File: src/rtl/seq_pkg.sv
// Shared types and constants for the run sequencer and its sub-blocks.
package seq_pkg;

    localparam int BYTE_W = 8;

    typedef enum logic [2:0] {
        IDLE,
        LOAD,
        CORE_RST,
        RUN,
        DRAIN,
        DONE
    } seq_state_t;

endpackage

File: src/rtl/run_sequencer_if.sv
// Sequencer-side bundle: load stream, data-memory port, core control and result stream.
// master = the sequencer, slave = the surrounding host/core/memory environment.
interface run_sequencer_if #(
    parameter int AW = 8
);
    import seq_pkg::*;

    logic              start;
    logic              in_valid;
    logic [BYTE_W-1:0] in_data;
    logic              in_ready;
    logic              dm_own;
    logic              dm_wr_en;
    logic [AW-1:0]     dm_addr;
    logic [BYTE_W-1:0] dm_wr_data;
    logic [BYTE_W-1:0] dm_rd_data;
    logic              core_reset;
    logic              core_req;
    logic              core_done;
    logic              out_valid;
    logic [BYTE_W-1:0] out_data;
    logic              out_ready;
    logic              busy;
    logic              finished;
    logic              err;

    modport master (
        input  start, in_valid, in_data, dm_rd_data, core_done, out_ready,
        output in_ready, dm_own, dm_wr_en, dm_addr, dm_wr_data, core_reset,
               core_req, out_valid, out_data, busy, finished, err
    );

    modport slave (
        output start, in_valid, in_data, dm_rd_data, core_done, out_ready,
        input  in_ready, dm_own, dm_wr_en, dm_addr, dm_wr_data, core_reset,
               core_req, out_valid, out_data, busy, finished, err
    );

endinterface

File: src/rtl/run_sequencer_xfer_counter.sv
// Transfer counter shared by the load and drain phases; sel_i picks the drain window.
module xfer_counter #(
    parameter int AW        = 8,
    parameter int LOAD_BASE = 0,
    parameter int LOAD_LEN  = 64,
    parameter int RES_BASE  = 64,
    parameter int RES_LEN   = 32
) (
    input  logic          clk_i,
    input  logic          rst_ni,
    input  logic          clear_i,
    input  logic          step_i,
    input  logic          sel_i,
    output logic [AW-1:0] addr_o,
    output logic          last_o
);

    localparam logic [AW-1:0] LOAD_B    = AW'(LOAD_BASE);
    localparam logic [AW-1:0] RES_B     = AW'(RES_BASE);
    localparam logic [AW:0]   LOAD_LAST = (AW+1)'(LOAD_LEN - 1);
    localparam logic [AW:0]   RES_LAST  = (AW+1)'(RES_LEN - 1);

    logic [AW:0] cnt_q, cnt_d;

    always_comb begin
        cnt_d = cnt_q;
        if (clear_i) begin
            cnt_d = '0;
        end else if (step_i) begin
            cnt_d = cnt_q + 1'b1;
        end
    end

    always_ff @(posedge clk_i) begin
        if (!rst_ni) begin
            cnt_q <= '0;
        end else begin
            cnt_q <= cnt_d;
        end
    end

    // Address arithmetic wraps modulo 2**AW; the top rejects windows that would wrap.
    assign addr_o = (sel_i ? RES_B : LOAD_B) + cnt_q[AW-1:0];
    assign last_o = (cnt_q == (sel_i ? RES_LAST : LOAD_LAST));

endmodule

File: src/rtl/run_sequencer.sv
// Host-side run controller: load operands, reset/release the core, drain results.
// Optional RUN-state watchdog enabled by defining RUN_TIMEOUT_EN.
//
// state    | meaning
// IDLE     | waiting for start; core held in reset, sequencer owns memory
// LOAD     | accepting operand bytes into data memory
// CORE_RST | one cycle of core reset before release
// RUN      | core owns memory; req on first cycle, wait for done
// DRAIN    | streaming result bytes out of data memory
// DONE     | one-cycle finished pulse
module run_sequencer
    import seq_pkg::*;
#(
    parameter int AW        = 8,
    parameter int LOAD_BASE = 0,
    parameter int LOAD_LEN  = 64,
    parameter int RES_BASE  = 64,
    parameter int RES_LEN   = 32,
    parameter int TIMEOUT   = 4096
) (
    input logic             clk,
    input logic             reset,
    run_sequencer_if.master bus
);

    if (LOAD_LEN < 1 || LOAD_BASE + LOAD_LEN > 2**AW) begin : g_bad_load
        $error("run_sequencer: load window does not fit in data memory");
    end
    if (RES_LEN < 1 || RES_BASE + RES_LEN > 2**AW) begin : g_bad_res
        $error("run_sequencer: result window does not fit in data memory");
    end
    if (TIMEOUT < 1) begin : g_bad_timeout
        $error("run_sequencer: TIMEOUT must be at least 1");
    end

    localparam logic [2:0] ST_IDLE     = 3'(IDLE);
    localparam logic [2:0] ST_LOAD     = 3'(LOAD);
    localparam logic [2:0] ST_CORE_RST = 3'(CORE_RST);
    localparam logic [2:0] ST_RUN      = 3'(RUN);
    localparam logic [2:0] ST_DRAIN    = 3'(DRAIN);
    localparam logic [2:0] ST_DONE     = 3'(DONE);

    logic [2:0]    state_q, state_d;
    logic          run_first_q;
    logic          in_ready, in_hs, out_valid, out_hs, in_run;
    logic          done_ok, timeout;
    logic          cnt_clear, cnt_last;
    logic [AW-1:0] cnt_addr;

    // Handshake-facing outputs are gated by reset so nothing is written while it is low.
    assign in_ready  = reset && (state_q == ST_LOAD);
    assign out_valid = reset && (state_q == ST_DRAIN);
    assign in_run    = reset && (state_q == ST_RUN);
    assign in_hs     = in_ready && bus.in_valid;
    assign out_hs    = out_valid && bus.out_ready;
    assign done_ok   = !run_first_q && bus.core_done;

`ifdef RUN_TIMEOUT_EN
    localparam int TW = $clog2(TIMEOUT + 1);

    logic [TW-1:0] wdog_q, wdog_d;
    logic          err_q, err_d;

    assign timeout = (state_q == ST_RUN) && (wdog_q == '0) && !done_ok;

    always_comb begin
        wdog_d = wdog_q;
        err_d  = err_q;
        if (state_q == ST_CORE_RST) begin
            wdog_d = TW'(TIMEOUT - 1);
        end else if (state_q == ST_RUN && wdog_q != '0) begin
            wdog_d = wdog_q - 1'b1;
        end
        if (state_q == ST_IDLE && bus.start) begin
            err_d = 1'b0;
        end else if (timeout) begin
            err_d = 1'b1;
        end
    end

    always_ff @(posedge clk) begin
        if (!reset) begin
            wdog_q <= '0;
            err_q  <= 1'b0;
        end else begin
            wdog_q <= wdog_d;
            err_q  <= err_d;
        end
    end

    assign bus.err = err_q;
`else
    assign timeout = 1'b0;
    assign bus.err = 1'b0;
`endif

    always_comb begin
        state_d   = state_q;
        cnt_clear = 1'b0;
        case (state_q)
            ST_IDLE: begin
                if (bus.start) begin
                    state_d   = ST_LOAD;
                    cnt_clear = 1'b1;
                end
            end
            ST_LOAD:     if (in_hs && cnt_last) state_d = ST_CORE_RST;
            ST_CORE_RST: state_d = ST_RUN;
            ST_RUN: begin
                if (done_ok || timeout) begin
                    state_d   = ST_DRAIN;
                    cnt_clear = 1'b1;
                end
            end
            ST_DRAIN:    if (out_hs && cnt_last) state_d = ST_DONE;
            ST_DONE:     state_d = ST_IDLE;
            default:     state_d = ST_IDLE;
        endcase
    end

    always_ff @(posedge clk) begin
        if (!reset) begin
            state_q     <= ST_IDLE;
            run_first_q <= 1'b0;
        end else begin
            state_q     <= state_d;
            run_first_q <= (state_q == ST_CORE_RST);
        end
    end

    xfer_counter #(
        .AW        (AW),
        .LOAD_BASE (LOAD_BASE),
        .LOAD_LEN  (LOAD_LEN),
        .RES_BASE  (RES_BASE),
        .RES_LEN   (RES_LEN)
    ) u_xfer (
        .clk_i   (clk),
        .rst_ni  (reset),
        .clear_i (cnt_clear),
        .step_i  (in_hs || out_hs),
        .sel_i   (state_q == ST_DRAIN),
        .addr_o  (cnt_addr),
        .last_o  (cnt_last)
    );

    assign bus.in_ready   = in_ready;
    assign bus.dm_wr_en   = in_hs;
    assign bus.dm_addr    = (in_ready || out_valid) ? cnt_addr : '0;
    assign bus.dm_wr_data = in_ready ? bus.in_data : '0;
    assign bus.dm_own     = !in_run;
    assign bus.core_reset = !in_run;
    assign bus.core_req   = in_run && run_first_q;
    assign bus.out_valid  = out_valid;
    assign bus.out_data   = out_valid ? bus.dm_rd_data : '0;
    assign bus.busy       = reset && (state_q != ST_IDLE);
    assign bus.finished   = reset && (state_q == ST_DONE);

endmodule

File: src/flat_wrapper.sv
// flat-port wrapper written by rule: the top's interface ports become plain ports
module run_sequencer_flat import seq_pkg::*;
#(
    parameter int AW        = 8,
    parameter int LOAD_BASE = 0,
    parameter int LOAD_LEN  = 64,
    parameter int RES_BASE  = 64,
    parameter int RES_LEN   = 32,
    parameter int TIMEOUT   = 4096
)
  (clk, reset, bus_start, bus_in_valid, bus_in_data, bus_dm_rd_data, bus_core_done, bus_out_ready, bus_in_ready, bus_dm_own, bus_dm_wr_en, bus_dm_addr, bus_dm_wr_data, bus_core_reset, bus_core_req, bus_out_valid, bus_out_data, bus_busy, bus_finished, bus_err);
  run_sequencer_if #(.AW(AW)) bus_i ();
  input logic clk;
  input logic reset;
  input wire logic [$bits(bus_i.start)-1:0] bus_start;
  input wire logic [$bits(bus_i.in_valid)-1:0] bus_in_valid;
  input wire logic [$bits(bus_i.in_data)-1:0] bus_in_data;
  input wire logic [$bits(bus_i.dm_rd_data)-1:0] bus_dm_rd_data;
  input wire logic [$bits(bus_i.core_done)-1:0] bus_core_done;
  input wire logic [$bits(bus_i.out_ready)-1:0] bus_out_ready;
  output wire logic [$bits(bus_i.in_ready)-1:0] bus_in_ready;
  output wire logic [$bits(bus_i.dm_own)-1:0] bus_dm_own;
  output wire logic [$bits(bus_i.dm_wr_en)-1:0] bus_dm_wr_en;
  output wire logic [$bits(bus_i.dm_addr)-1:0] bus_dm_addr;
  output wire logic [$bits(bus_i.dm_wr_data)-1:0] bus_dm_wr_data;
  output wire logic [$bits(bus_i.core_reset)-1:0] bus_core_reset;
  output wire logic [$bits(bus_i.core_req)-1:0] bus_core_req;
  output wire logic [$bits(bus_i.out_valid)-1:0] bus_out_valid;
  output wire logic [$bits(bus_i.out_data)-1:0] bus_out_data;
  output wire logic [$bits(bus_i.busy)-1:0] bus_busy;
  output wire logic [$bits(bus_i.finished)-1:0] bus_finished;
  output wire logic [$bits(bus_i.err)-1:0] bus_err;
  assign bus_i.start = bus_start;
  assign bus_i.in_valid = bus_in_valid;
  assign bus_i.in_data = bus_in_data;
  assign bus_i.dm_rd_data = bus_dm_rd_data;
  assign bus_i.core_done = bus_core_done;
  assign bus_i.out_ready = bus_out_ready;
  assign bus_in_ready = bus_i.in_ready;
  assign bus_dm_own = bus_i.dm_own;
  assign bus_dm_wr_en = bus_i.dm_wr_en;
  assign bus_dm_addr = bus_i.dm_addr;
  assign bus_dm_wr_data = bus_i.dm_wr_data;
  assign bus_core_reset = bus_i.core_reset;
  assign bus_core_req = bus_i.core_req;
  assign bus_out_valid = bus_i.out_valid;
  assign bus_out_data = bus_i.out_data;
  assign bus_busy = bus_i.busy;
  assign bus_finished = bus_i.finished;
  assign bus_err = bus_i.err;
  run_sequencer #(.AW(AW), .LOAD_BASE(LOAD_BASE), .LOAD_LEN(LOAD_LEN), .RES_BASE(RES_BASE), .RES_LEN(RES_LEN), .TIMEOUT(TIMEOUT)) u_core (.clk(clk), .reset(reset), .bus(bus_i));
endmodule
File: config.mk
export PLATFORM = sky130hd
export DESIGN_NAME = run_sequencer_flat
export DESIGN_NICKNAME = d
export VERILOG_FILES = /design/src/rtl/seq_pkg.sv /design/src/rtl/run_sequencer_if.sv /design/src/rtl/run_sequencer_xfer_counter.sv /design/src/rtl/run_sequencer.sv /design/src/flat_wrapper.sv
export SDC_FILE = /design/constraint.sdc
export NUM_CORES = 1
export LEC_CHECK = 0
export ABC_AREA = 1
export CAP_MARGIN = 10
export CORE_MARGIN = 10
export CORE_UTILIZATION = 39
export CTS_CLUSTER_SIZE = 40
export DETAILED_ROUTE_END_ITERATION = 12
export GPL_TIMING_DRIVEN = 0
export PLACE_DENSITY = 0.84
export SLEW_MARGIN = 20
export SYNTH_ARGS = -nofsm -noshare
export SYNTH_HDL_FRONTEND = slang
export SYNTH_SLANG_ARGS = --single-unit
File: constraint.sdc
create_clock -name clk -period 1.5 [get_ports clk]
set_input_delay 0.225 -clock clk [delete_from_list [all_inputs] [get_ports clk]]
set_output_delay 0.225 -clock clk [all_outputs]
set_load 0.005 [all_outputs]
==> results of run 1 <==
flip-flops by register name, summed over array words and instances (netlist names):
register,cells
u_core.u_xfer.cnt_q,9
u_core.run_first_q,1
u_core.state_q,3
worst max-delay path: stages, from the launching register on:
cell	delay [ps]
dfxtp_4	400
buf_4	140
nand4_1	170
buf_4	190
dlygate4sd2_1	250
Yosys cell counts, drive strengths merged:
library cell | number | share of area, %
nand4 | 3 | 1.8
inv | 43 | 15
nand3 | 10 | 6.1
xnor2 | 2 | 1.7
buf | 2 | 1.4
nor4 | 1 | 0.59
conb | 1 | 0.35
ha | 2 | 2.4
nor2 | 45 | 19
a21oi | 10 | 4.7
nor3 | 7 | 5.3
o21ai | 7 | 3.3
nand2 | 25 | 12
a31oi | 1 | 0.59
dfxtp | 13 | 25
power by group through the flow:
stage / registers [uW] / clock network [uW] / logic [uW]
after floorplan: 446 / 0 / 445
after global placement: 459 / 0 / 699
after detailed placement: 461 / 0 / 706
after CTS: 469 / 230 / 972
after global routing: 488 / 245 / 1300
final: 477 / 228 / 1220
logic make-up after synthesis:
logic type / Yosys count / synth area share (%)
buf+inv: 45 / 16.88
flops: 13 / 24.56
compound gates: 18 / 8.619
simple gates: 91 / 45.57
fa+ha+maj: 2 / 2.361
other cells: 1 / 0.3539
xor+xnor: 2 / 1.653
stage by stage:
step	hold WS, ps	cells
floorplan	366.8	172
global placement	486.1	255
detailed placement	501.4	255
CTS	399.8	273
global route	473.1	274
finish	453.8	274
path summary, 6_finish.rpt:
check	slack, ps	cells after the start	end	startpoint
max	-180	4	bus_dm_own	u_core.state_q[0]$_SDFFE_PN0P_
min	450	3	u_core.state_q[1]$_SDFFE_PN0P_	reset
max reg2reg	-160	12	u_core.state_q[1]$_SDFFE_PN0P_	u_core.state_q[0]$_SDFFE_PN0P_
min reg2reg	520	2	u_core.u_xfer.cnt_q[0]$_SDFFE_PP0P_	u_core.u_xfer.cnt_q[0]$_SDFFE_PP0P_
metal layers:
metal / track usage, % / up-vias / part of all wire, %
met5: 0 / - / 0
met4: 6.022 / 0 / 1.5
met3: 3.537 / 6 / 8.8
met2: 21.57 / 57 / 48
met1: 16.32 / 611 / 42
li1: - / 674 / -
layout make-up:
class	count	area share [%]
Timing Repair Buffer	68	29.90
Clock inverter	1	0.2594
Sequential cell	13	14.14
Tap cell	30	1.946
Inverter	43	9.663
Multi-Input combinational cell	114	42.15
Buffer	2	0.7782
Clock buffer	3	1.167
what timing repair did:
action | 4_1_cts | 5_1_grt
buffers inserted | 14 | 1
setup endpoints to repair | 38 | 40
pin swaps | 24 | 24
resized for setup | 151 | 42
==> flow_metrics.py, run 1 <==
metrics = {
    "outcome": {
        "status": "finished with violations",
        "violations": "setup timing",
    },
    "placed_design": {
        "place_ws_ps": -747.7,
        "port_buffers": 53,
        "place_area_um2": 1628,
        "hpwl_um": 2610,
        "finalWeightedCongestion": 0.8481,
    },
    "final_layout": {
        "area_growth_pct": 82.05,
        "final_nets": 269,
        "fill_cells": 164,
        "multi_input_area_um2": 813.3,
        "diodes": 0,
        "final_core_util_pct": 75.81,
        "mostFrequentLayoutCells": "inv_1, nor2_1, clkdlybuf4s50_1, buf_2, nand2_1",
        "fin_area_um2": 1929,
        "regArea_um2": 272.8,
        "layout_commonest_cell": "inv_1",
        "drive_above_1_share_pct": 44.67,
    },
    "worst_setup_path": {
        "critPathKind": "register to primary output",
        "crit_fanout": 4,
        "endpoint_kind": "primary output",
        "crit_arrival_ps": 1450,
        "required_ps": 1270,
        "worst_setup_path_start_kind": "register",
    },
    "detailed_routing": {
        "viasPerCell": 4.920,
        "dr.first_iter.drc_count": 53,
        "routed_wl_um": 4203,
        "detail_route.wl_per_cell_um": 15.34,
        "drc": 0,
        "detail-route-antenna-nets": 0,
        "firstDrtPassIters": 4,
        "num_vias": 1348,
    },
    "synth": {
        "synthDistinctLibCells": 26,
        "syn_area_um2": 1060,
        "synth_warnings": 0,
        "avgSynthCellArea_um2": 6.161,
        "synth_seq_area_share_pct": 24.56,
        "synthCells": 172,
        "syn_nets": 196,
        "ys_ff_latch": 13,
    },
    "min_path": {
        "hp-class": "primary input to register",
    },
    "clocking": {
        "cts_tree": "yes",
        "cts.sinks": 13,
        "clk_latency_ps": 280,
        "holdBufCountCts": 0,
        "clk_pin_slew_worst_paths_ps": 90,
        "clock-root-buffer": "clkbuf_4",
        "numCtsBuffers": 3,
        "cts.htree.levels": 1,
        "cts_buffer_depth": 2,
    },
    "die": {
        "die_x_um": 72.13,
        "dieArea_um2": 5203,
        "coreArea_um2": 2545,
        "die_height_um": 72.13,
        "initial_core_util_pct": 41.64,
        "rows": 18,
        "io_pins": 55,
    },
    "grt": {
        "grt_pass1_vias": 1219,
        "grt-ovfl-total": 0,
        "antenna_found_initial": 0,
        "grt.total_usage_pct": 13.44,
        "grt_max_degree": 9,
        "grt_pass1_wl_um": 5768,
    },
    "pwr": {
        "powerDensity_nw_per_um2": 997.2,
        "p_seq_share_pct": 24.8,
        "peakVddDrop_v": 0.0007871,
        "pwr-share-clk_pct": 11.8,
        "swShare_pct": 45.31,
        "total_power_uw": 1924,
        "p_comb_share_pct": 63.4,
        "switchingPower_uw": 871.8,
        "p_leak_uw": 0.0009045,
        "p_int_uw": 1052,
    },
    "sta": {
        "rsz0062_at_grt": "true",
        "final_max_slew_viol_count": 0,
        "clock.fmax_ghz": 0.5963,
        "post-route-period-util_pct": 111.8,
        "period_needed_ps": 1677,
        "hold_violations": 0,
        "fin_tns_setup_ps": -3073,
        "fin_ws_ps": -177.0,
        "finClkSkew_ps": 5.378,
        "final-setup-viol-count": 31,
    },
    "run": {
        "max_cap_violations": 0,
    },
}
Note: power is estimated with default switching activity, not from simulation.
==> inputs of run 2 (changes only) <==
--- a/config.mk
+++ b/config.mk
@@ -13,6 +13,7 @@
 export DETAILED_ROUTE_END_ITERATION = 12
 export GPL_TIMING_DRIVEN = 0
 export PLACE_DENSITY = 0.84
+export SKIP_LAST_GASP = 1
 export SLEW_MARGIN = 20
 export SYNTH_ARGS = -nofsm -noshare
 export SYNTH_HDL_FRONTEND = slang
==> constraint.sdc (replaced) <==
create_clock -name clk -period 1.8 [get_ports clk]
set_input_delay 0.27 -clock clk [delete_from_list [all_inputs] [get_ports clk]]
set_output_delay 0.27 -clock clk [all_outputs]
set_load 0.005 [all_outputs]
==> run 2 against run 1 <==
The run now ends clean. Combinational power decreased by 40%. Non-clock buffer count is 6 lower. Flip-flop and latch count did not move. Cell area shrank 8.6%. Via count is 6.8% lower.
==> flow_metrics.py, run 2 (synthesized netlist as in run 1, its figures left out) <==
metrics = {
    "outcome": {
        "status": "finished, final reports clean",
    },
    "worst_setup_path": {
        "path_cells": "inv_4, nand3_4, nor2_4, buf_4, nor2_4, nor2_1, dlygate4sd2_1",
        "crit_arrival_ps": 1480,
        "critPathKind": "register to primary output",
        "slowest_stage": "dfxtp_4",
        "endpoint_kind": "primary output",
        "reg2regPathDepth": 10,
        "required_ps": 1530,
        "cpMostUsedCell": "nor2_4",
        "crit_path_max_incr_delay_ps": 400,
        "crit_fanout": 8,
        "worst_setup_path_start_kind": "register",
    },
    "final_layout": {
        "mostFrequentLayoutCells": "nor2_1, inv_1, dlygate4sd2_1",
        "top_regs": "u_core.u_xfer.cnt_q: 9 flops, u_core.state_q: 3 flops, u_core.run_first_q: 1 flops",
        "regArea_um2": 271.5,
        "layout_commonest_cell": "nor2_1",
        "largest_reg_flops": 9,
        "final_nets": 263,
        "final_core_util_pct": 69.32,
        "area_growth_pct": 66.47,
        "regMostFlops": "u_core.u_xfer.cnt_q",
        "diodes": 0,
        "multi_input_area_um2": 669.4,
        "fill_cells": 217,
        "drive_above_1_share_pct": 22.27,
    },
    "die": {
        "io_pins": 55,
        "coreArea_um2": 2545,
        "dieArea_um2": 5203,
        "rows": 18,
        "initial_core_util_pct": 41.64,
        "die_x_um": 72.13,
        "die_height_um": 72.13,
    },
    "sta": {
        "final_max_slew_viol_count": 0,
        "fin_tns_setup_ps": 0,
        "final-setup-viol-count": 0,
        "finClkSkew_ps": 3.300,
        "period_needed_ps": 1752,
        "rsz0062_at_grt": "true",
        "post-route-period-util_pct": 97.31,
        "hold_violations": 0,
        "clock.fmax_ghz": 0.5709,
    },
    "placed_design": {
        "hpwl_um": 2610,
        "finalWeightedCongestion": 0.8481,
        "port_buffers": 53,
    },
    "run": {
        "max_cap_violations": 0,
    },
    "detailed_routing": {
        "detail_route.wl_per_cell_um": 12.25,
        "num_vias": 1256,
        "dr.first_iter.drc_count": 47,
        "firstDrtPassIters": 4,
        "drc": 0,
        "detail-route-antenna-nets": 0,
        "viasPerCell": 4.687,
        "routed_wl_um": 3284,
    },
    "clocking": {
        "cts_buffer_depth": 2,
        "clock-root-buffer": "clkbuf_4",
        "numCtsBuffers": 3,
        "cts.htree.levels": 1,
        "holdBufCountCts": 0,
        "clk_latency_ps": 280,
        "clk_pin_slew_worst_paths_ps": 90,
        "cts.sinks": 13,
        "cts_tree": "yes",
    },
    "pwr": {
        "peakVddDrop_v": 0.0005516,
        "total_power_uw": 1308,
        "powerDensity_nw_per_um2": 741.2,
        "p_leak_uw": 0.0009297,
    },
    "grt": {
        "grt_pass1_wl_um": 5188,
        "antenna_found_initial": 0,
        "grt.total_usage_pct": 11.97,
        "grt_max_degree": 9,
        "grt-ovfl-total": 0,
        "grt_pass1_vias": 1146,
    },
    "min_path": {
        "hold_depth": 3,
        "hp-class": "primary input to register",
    },
}
## run 2: cell count changes in the layout (fill, tap and decap cells not counted), sizes merged
| cell | previous run | this run |
|---|---|---|
| dlygate4sd2 | 1 | 23 |
| clkdlybuf4s50 | 20 | 22 |
| buf | 41 | 12 |
| clkdlybuf4s15 | 7 | 6 |
## run 2: critical path: cells and delay by family (launching register included)
family | cells | cell delay (ps)
and+or+nand+nor | 4 | 360
DFF | 1 | 400
buffers and inverters | 3 | 450
## run 2: layer usage
layer  vias to the layer above  routed length [um]  part of all wire (%)  GRT usage, %
li1                        652                   -                     -             -
met1                       548                1399                    43         13.96
met2                        52                1497                    46         19.53
met3                         4                 339                    10         4.218
met4                         0                  48                   1.5         4.516
met5                         -                   0                     0             0
## run 2: cell type report
type	instances	share of cell area, %
clock inverters	1	0.2837
repair buffers	62	31.99
multi-input cells	114	37.94
plain buffers	2	0.8511
clock buffers	3	1.277
flip-flops and latches	13	15.39
well taps	30	2.128
inverters	43	10.14
## run 2: path summary, 6_finish.rpt
| check | end | from | slack [ps] |
|---|---|---|---|
| min | u_core.state_q[1]$_SDFFE_PN0P_ | reset | 470 |
| min reg2reg | u_core.u_xfer.cnt_q[1]$_SDFFE_PP0P_ | u_core.u_xfer.cnt_q[1]$_SDFFE_PP0P_ | 520 |
| max reg2reg | u_core.state_q[0]$_SDFFE_PN0P_ | u_core.u_xfer.cnt_q[0]$_SDFFE_PP0P_ | 240 |
| max | bus_dm_addr[4] | u_core.state_q[1]$_SDFFE_PN0P_ | 50 |
## run 2: what timing repair did
action,in CTS,in global routing
gates resized for setup,53,16
setup endpoints to repair,32,10
pin swaps,4,3
buffers inserted,8,1
## run 2: where the power goes
part           switching, uW  internal, uW  total (uW)
registers               55.7           335         391
clock network            105          82.4         187
logic                    405           324         729
total                    565           742        1310
## run 2: through the flow
step	cells	area [um2]	worst slack, ps	hold WS [ps]
detailed placement	255	1628	-537.7	501.4
floorplan	172	1060	431.3	411.8
global route	268	1764	-48.52	487.1
global placement	255	1628	-544.4	486.1
finish	268	1764	48.45	468.2
CTS	267	1734	-84.64	444.8
==> inputs of run 3 (changes only) <==
--- a/config.mk
+++ b/config.mk
@@ -8,11 +8,11 @@
 export ABC_AREA = 1
 export CAP_MARGIN = 10
 export CORE_MARGIN = 10
-export CORE_UTILIZATION = 39
+export CORE_UTILIZATION = 42
 export CTS_CLUSTER_SIZE = 40
 export DETAILED_ROUTE_END_ITERATION = 12
 export GPL_TIMING_DRIVEN = 0
-export PLACE_DENSITY = 0.84
+export PLACE_DENSITY = 0.89
 export SKIP_LAST_GASP = 1
 export SLEW_MARGIN = 20
 export SYNTH_ARGS = -nofsm -noshare
==> constraint.sdc (replaced) <==
create_clock -name clk -period 2.1 [get_ports clk]
set_input_delay 0.315 -clock clk [delete_from_list [all_inputs] [get_ports clk]]
set_output_delay 0.315 -clock clk [all_outputs]
set_load 0.005 [all_outputs]
==> run 3 against run 2 <==
Hold slack worse by 92 ps. Sequential power shrank 14%. Count of clock-buffer cells in the layout up 1. Flip-flop and latch count unchanged. Via count shrank 0.96%. Power fell by 16%. Critical path depth down 1. Register-to-register slack better by 290 ps. Die area shrank 5.2%. Sequential share of layout area about the same. Core utilization is 2.5 points higher. First-iteration DRC count shrank 62%. Largest cell class unchanged.
==> flow_metrics.py, run 3 (synthesized netlist as in run 1, its figures left out) <==
metrics = {
    "final_layout": {
        "final_core_util_pct": 71.86,
        "layout_commonest_cell": "clkdlybuf4s50_1",
        "regMostFlops": "u_core.u_xfer.cnt_q",
        "final_nets": 259,
        "drive_above_1_share_pct": 20.09,
        "fin_area_um2": 1748,
        "largest_reg_flops": 9,
        "mostFrequentLayoutCells": "clkdlybuf4s50_1, nor2_1, inv_1",
        "fill_cells": 196,
        "top_regs": "u_core.u_xfer.cnt_q: 9 flops, u_core.state_q: 3 flops, u_core.run_first_q: 1 flops",
        "area_growth_pct": 64.94,
        "diodes": 0,
    },
    "worst_setup_path": {
        "crit_end": "bus_dm_addr[5]",
        "crit-reg2reg-launch": "u_core.u_xfer.cnt_q[1]$_SDFFE_PP0P_",
        "critPathKind": "register to primary output",
        "critPathLaunch": "u_core.state_q[0]$_SDFFE_PN0P_",
        "crit_fanout": 8,
        "slowest_stage": "clkdlybuf4s50_1",
        "required_ps": 1780,
        "path_cells": "nor2_4, nand2_4, nor2_8, nor2_4, nor2_1, clkdlybuf4s50_1",
        "rr_endpoint": "u_core.state_q[1]$_SDFFE_PN0P_",
        "endpoint_kind": "primary output",
        "crit_path_max_incr_delay_ps": 510,
        "worst_setup_path_start_kind": "register",
        "reg2reg_slack_ps": 530,
        "reg2regPathDepth": 10,
        "cpMostUsedCell": "nor2_4",
        "crit_arrival_ps": 1740,
    },
    "clocking": {
        "cts.sinks": 13,
        "cts_tree": "yes",
        "clk_latency_ps": 270,
        "holdBufCountCts": 0,
        "cts_buffer_depth": 2,
        "cts.htree.levels": 1,
        "clk_pin_slew_worst_paths_ps": 80,
        "clock-root-buffer": "clkbuf_4",
        "numCtsBuffers": 3,
    },
    "die": {
        "dieArea_um2": 4932,
        "coreArea_um2": 2432,
        "initial_core_util_pct": 43.57,
        "io_pins": 55,
        "rows": 18,
        "die_x_um": 70.23,
        "die_height_um": 70.23,
    },
    "sta": {
        "post-route-period-util_pct": 97.65,
        "final_max_slew_viol_count": 0,
        "final-setup-viol-count": 0,
        "period_needed_ps": 2051,
        "hold_violations": 0,
        "clock.fmax_ghz": 0.4876,
        "finClkSkew_ps": 0.7728,
        "rsz0062_at_grt": "true",
    },
    "placed_design": {
        "port_buffers": 53,
        "finalWeightedCongestion": 0.8470,
        "place_area_um2": 1628,
        "hpwl_um": 2565,
    },
    "detailed_routing": {
        "num_vias": 1244,
        "detail_route.wl_per_cell_um": 12.11,
        "detail-route-antenna-nets": 0,
        "dr.first_iter.drc_count": 18,
        "firstDrtPassIters": 4,
        "drc": 0,
        "viasPerCell": 4.712,
        "routed_wl_um": 3196,
    },
    "min_path": {
        "hp-start": "reset",
        "hp-class": "primary input to register",
    },
    "grt": {
        "antenna_found_initial": 0,
        "grt_pass1_wl_um": 5126,
        "grt-ovfl-total": 0,
        "grt.total_usage_pct": 12.35,
        "grt_pass1_vias": 1097,
        "grt_max_degree": 9,
    },
    "pwr": {
        "peakVddDrop_v": 0.0005808,
        "p_leak_uw": 0.0008999,
        "powerDensity_nw_per_um2": 625.0,
    },
    "outcome": {
        "status": "finished, final reports clean",
    },
    "run": {
        "max_cap_violations": 0,
    },
}
==> run 3: cell types whose count changed in the layout (fill, tap and decap cells not counted), moves of 2 or more <==
cell             before  now
dlygate4sd2_1        23    2
buf_4                10    7
dlymetal6s2s_1        0    5
inv_4                 5    3
clkdlybuf4s50_1      22   45
nor2_1               38   36
clkdlybuf4s15_1       5    0
inv_2                 3    6
nor2_2                2    4
==> run 3: critical path: cells and delay by family (launching register included) <==
| family | cells | cell delay [ps] |
|---|---|---|
| buffers and inverters | 1 | 510 |
| flip-flops | 1 | 370 |
| AND/OR/NAND/NOR | 5 | 560 |
==> run 3: worst min path at each step <==
stage / to / slack (ps) / cells past startpoint
6_report: u_core.state_q[0]$_SDFFE_PN0P_ / 380 / 3
5_1_grt: u_core.state_q[0]$_SDFFE_PN0P_ / 410 / 3
4_1_cts: u_core.u_xfer.cnt_q[8]$_SDFFE_PP0P_ / 500 / 2
3_5_place_dp: u_core.u_xfer.cnt_q[8]$_SDFFE_PP0P_ / 490 / 2
3_3_place_gp: u_core.u_xfer.cnt_q[1]$_SDFFE_PP0P_ / 480 / 2
2_1_floorplan: u_core.state_q[1]$_SDFFE_PN0P_ / 460 / 2
==> run 3: cell type report <==
| class | count | area, um2 | share of cell area, % |
|---|---|---|---|
| Inverter | 43 | 168.9 | 9.664 |
| Timing Repair Buffer | 58 | 573.1 | 32.78 |
| Sequential cell | 13 | 269.0 | 15.39 |
| Tap cell | 30 | 37.54 | 2.147 |
| Multi-Input combinational cell | 114 | 658.1 | 37.65 |
| Buffer | 2 | 15.01 | 0.8590 |
| Clock buffer | 4 | 26.28 | 1.503 |
==> run 3: timing repair <==
item,4_1_cts,5_1_grt
endpoints found under the hold margin,0,0
endpoints found under the setup margin,27,23
gates resized for setup,15,14
gates cloned,0,0
setup buffers,3,2
==> run 3: metal layers <==
layer,share of wire (%),track usage (%),routed length (um),vias up
li1,-,-,-,645
met1,48,16.17,1521,545
met2,43,18.36,1367,50
met3,8.5,4.520,272,4
met5,0,0,0,-
met4,1.1,3.289,34,0
==> run 3: where the power goes <==
| group | switching, uW | internal (uW) | leakage [uW] |
|---|---|---|---|
| Sequential | 48.0 | 287 | 0.000107 |
| Combinational | 322 | 280 | 0.000778 |
| Clock | 82.0 | 73.7 | 0.0000150 |
==> run 3: per-stage QoR <==
stage	total power (uW)	setup slack (ps)	hold WS (ps)	instances	setup TNS [ps]
after floorplan	636.3	686.3	456.8	172	0
after global placement	827.2	-392.9	482.3	255	-3186
after detailed placement	836.4	-372.4	488.0	255	-3084
after CTS	1064	-6.305	499.4	262	-6.305
after global routing	1187	-57.11	405.1	264	-123.4
final	1092	49.29	375.7	264	0
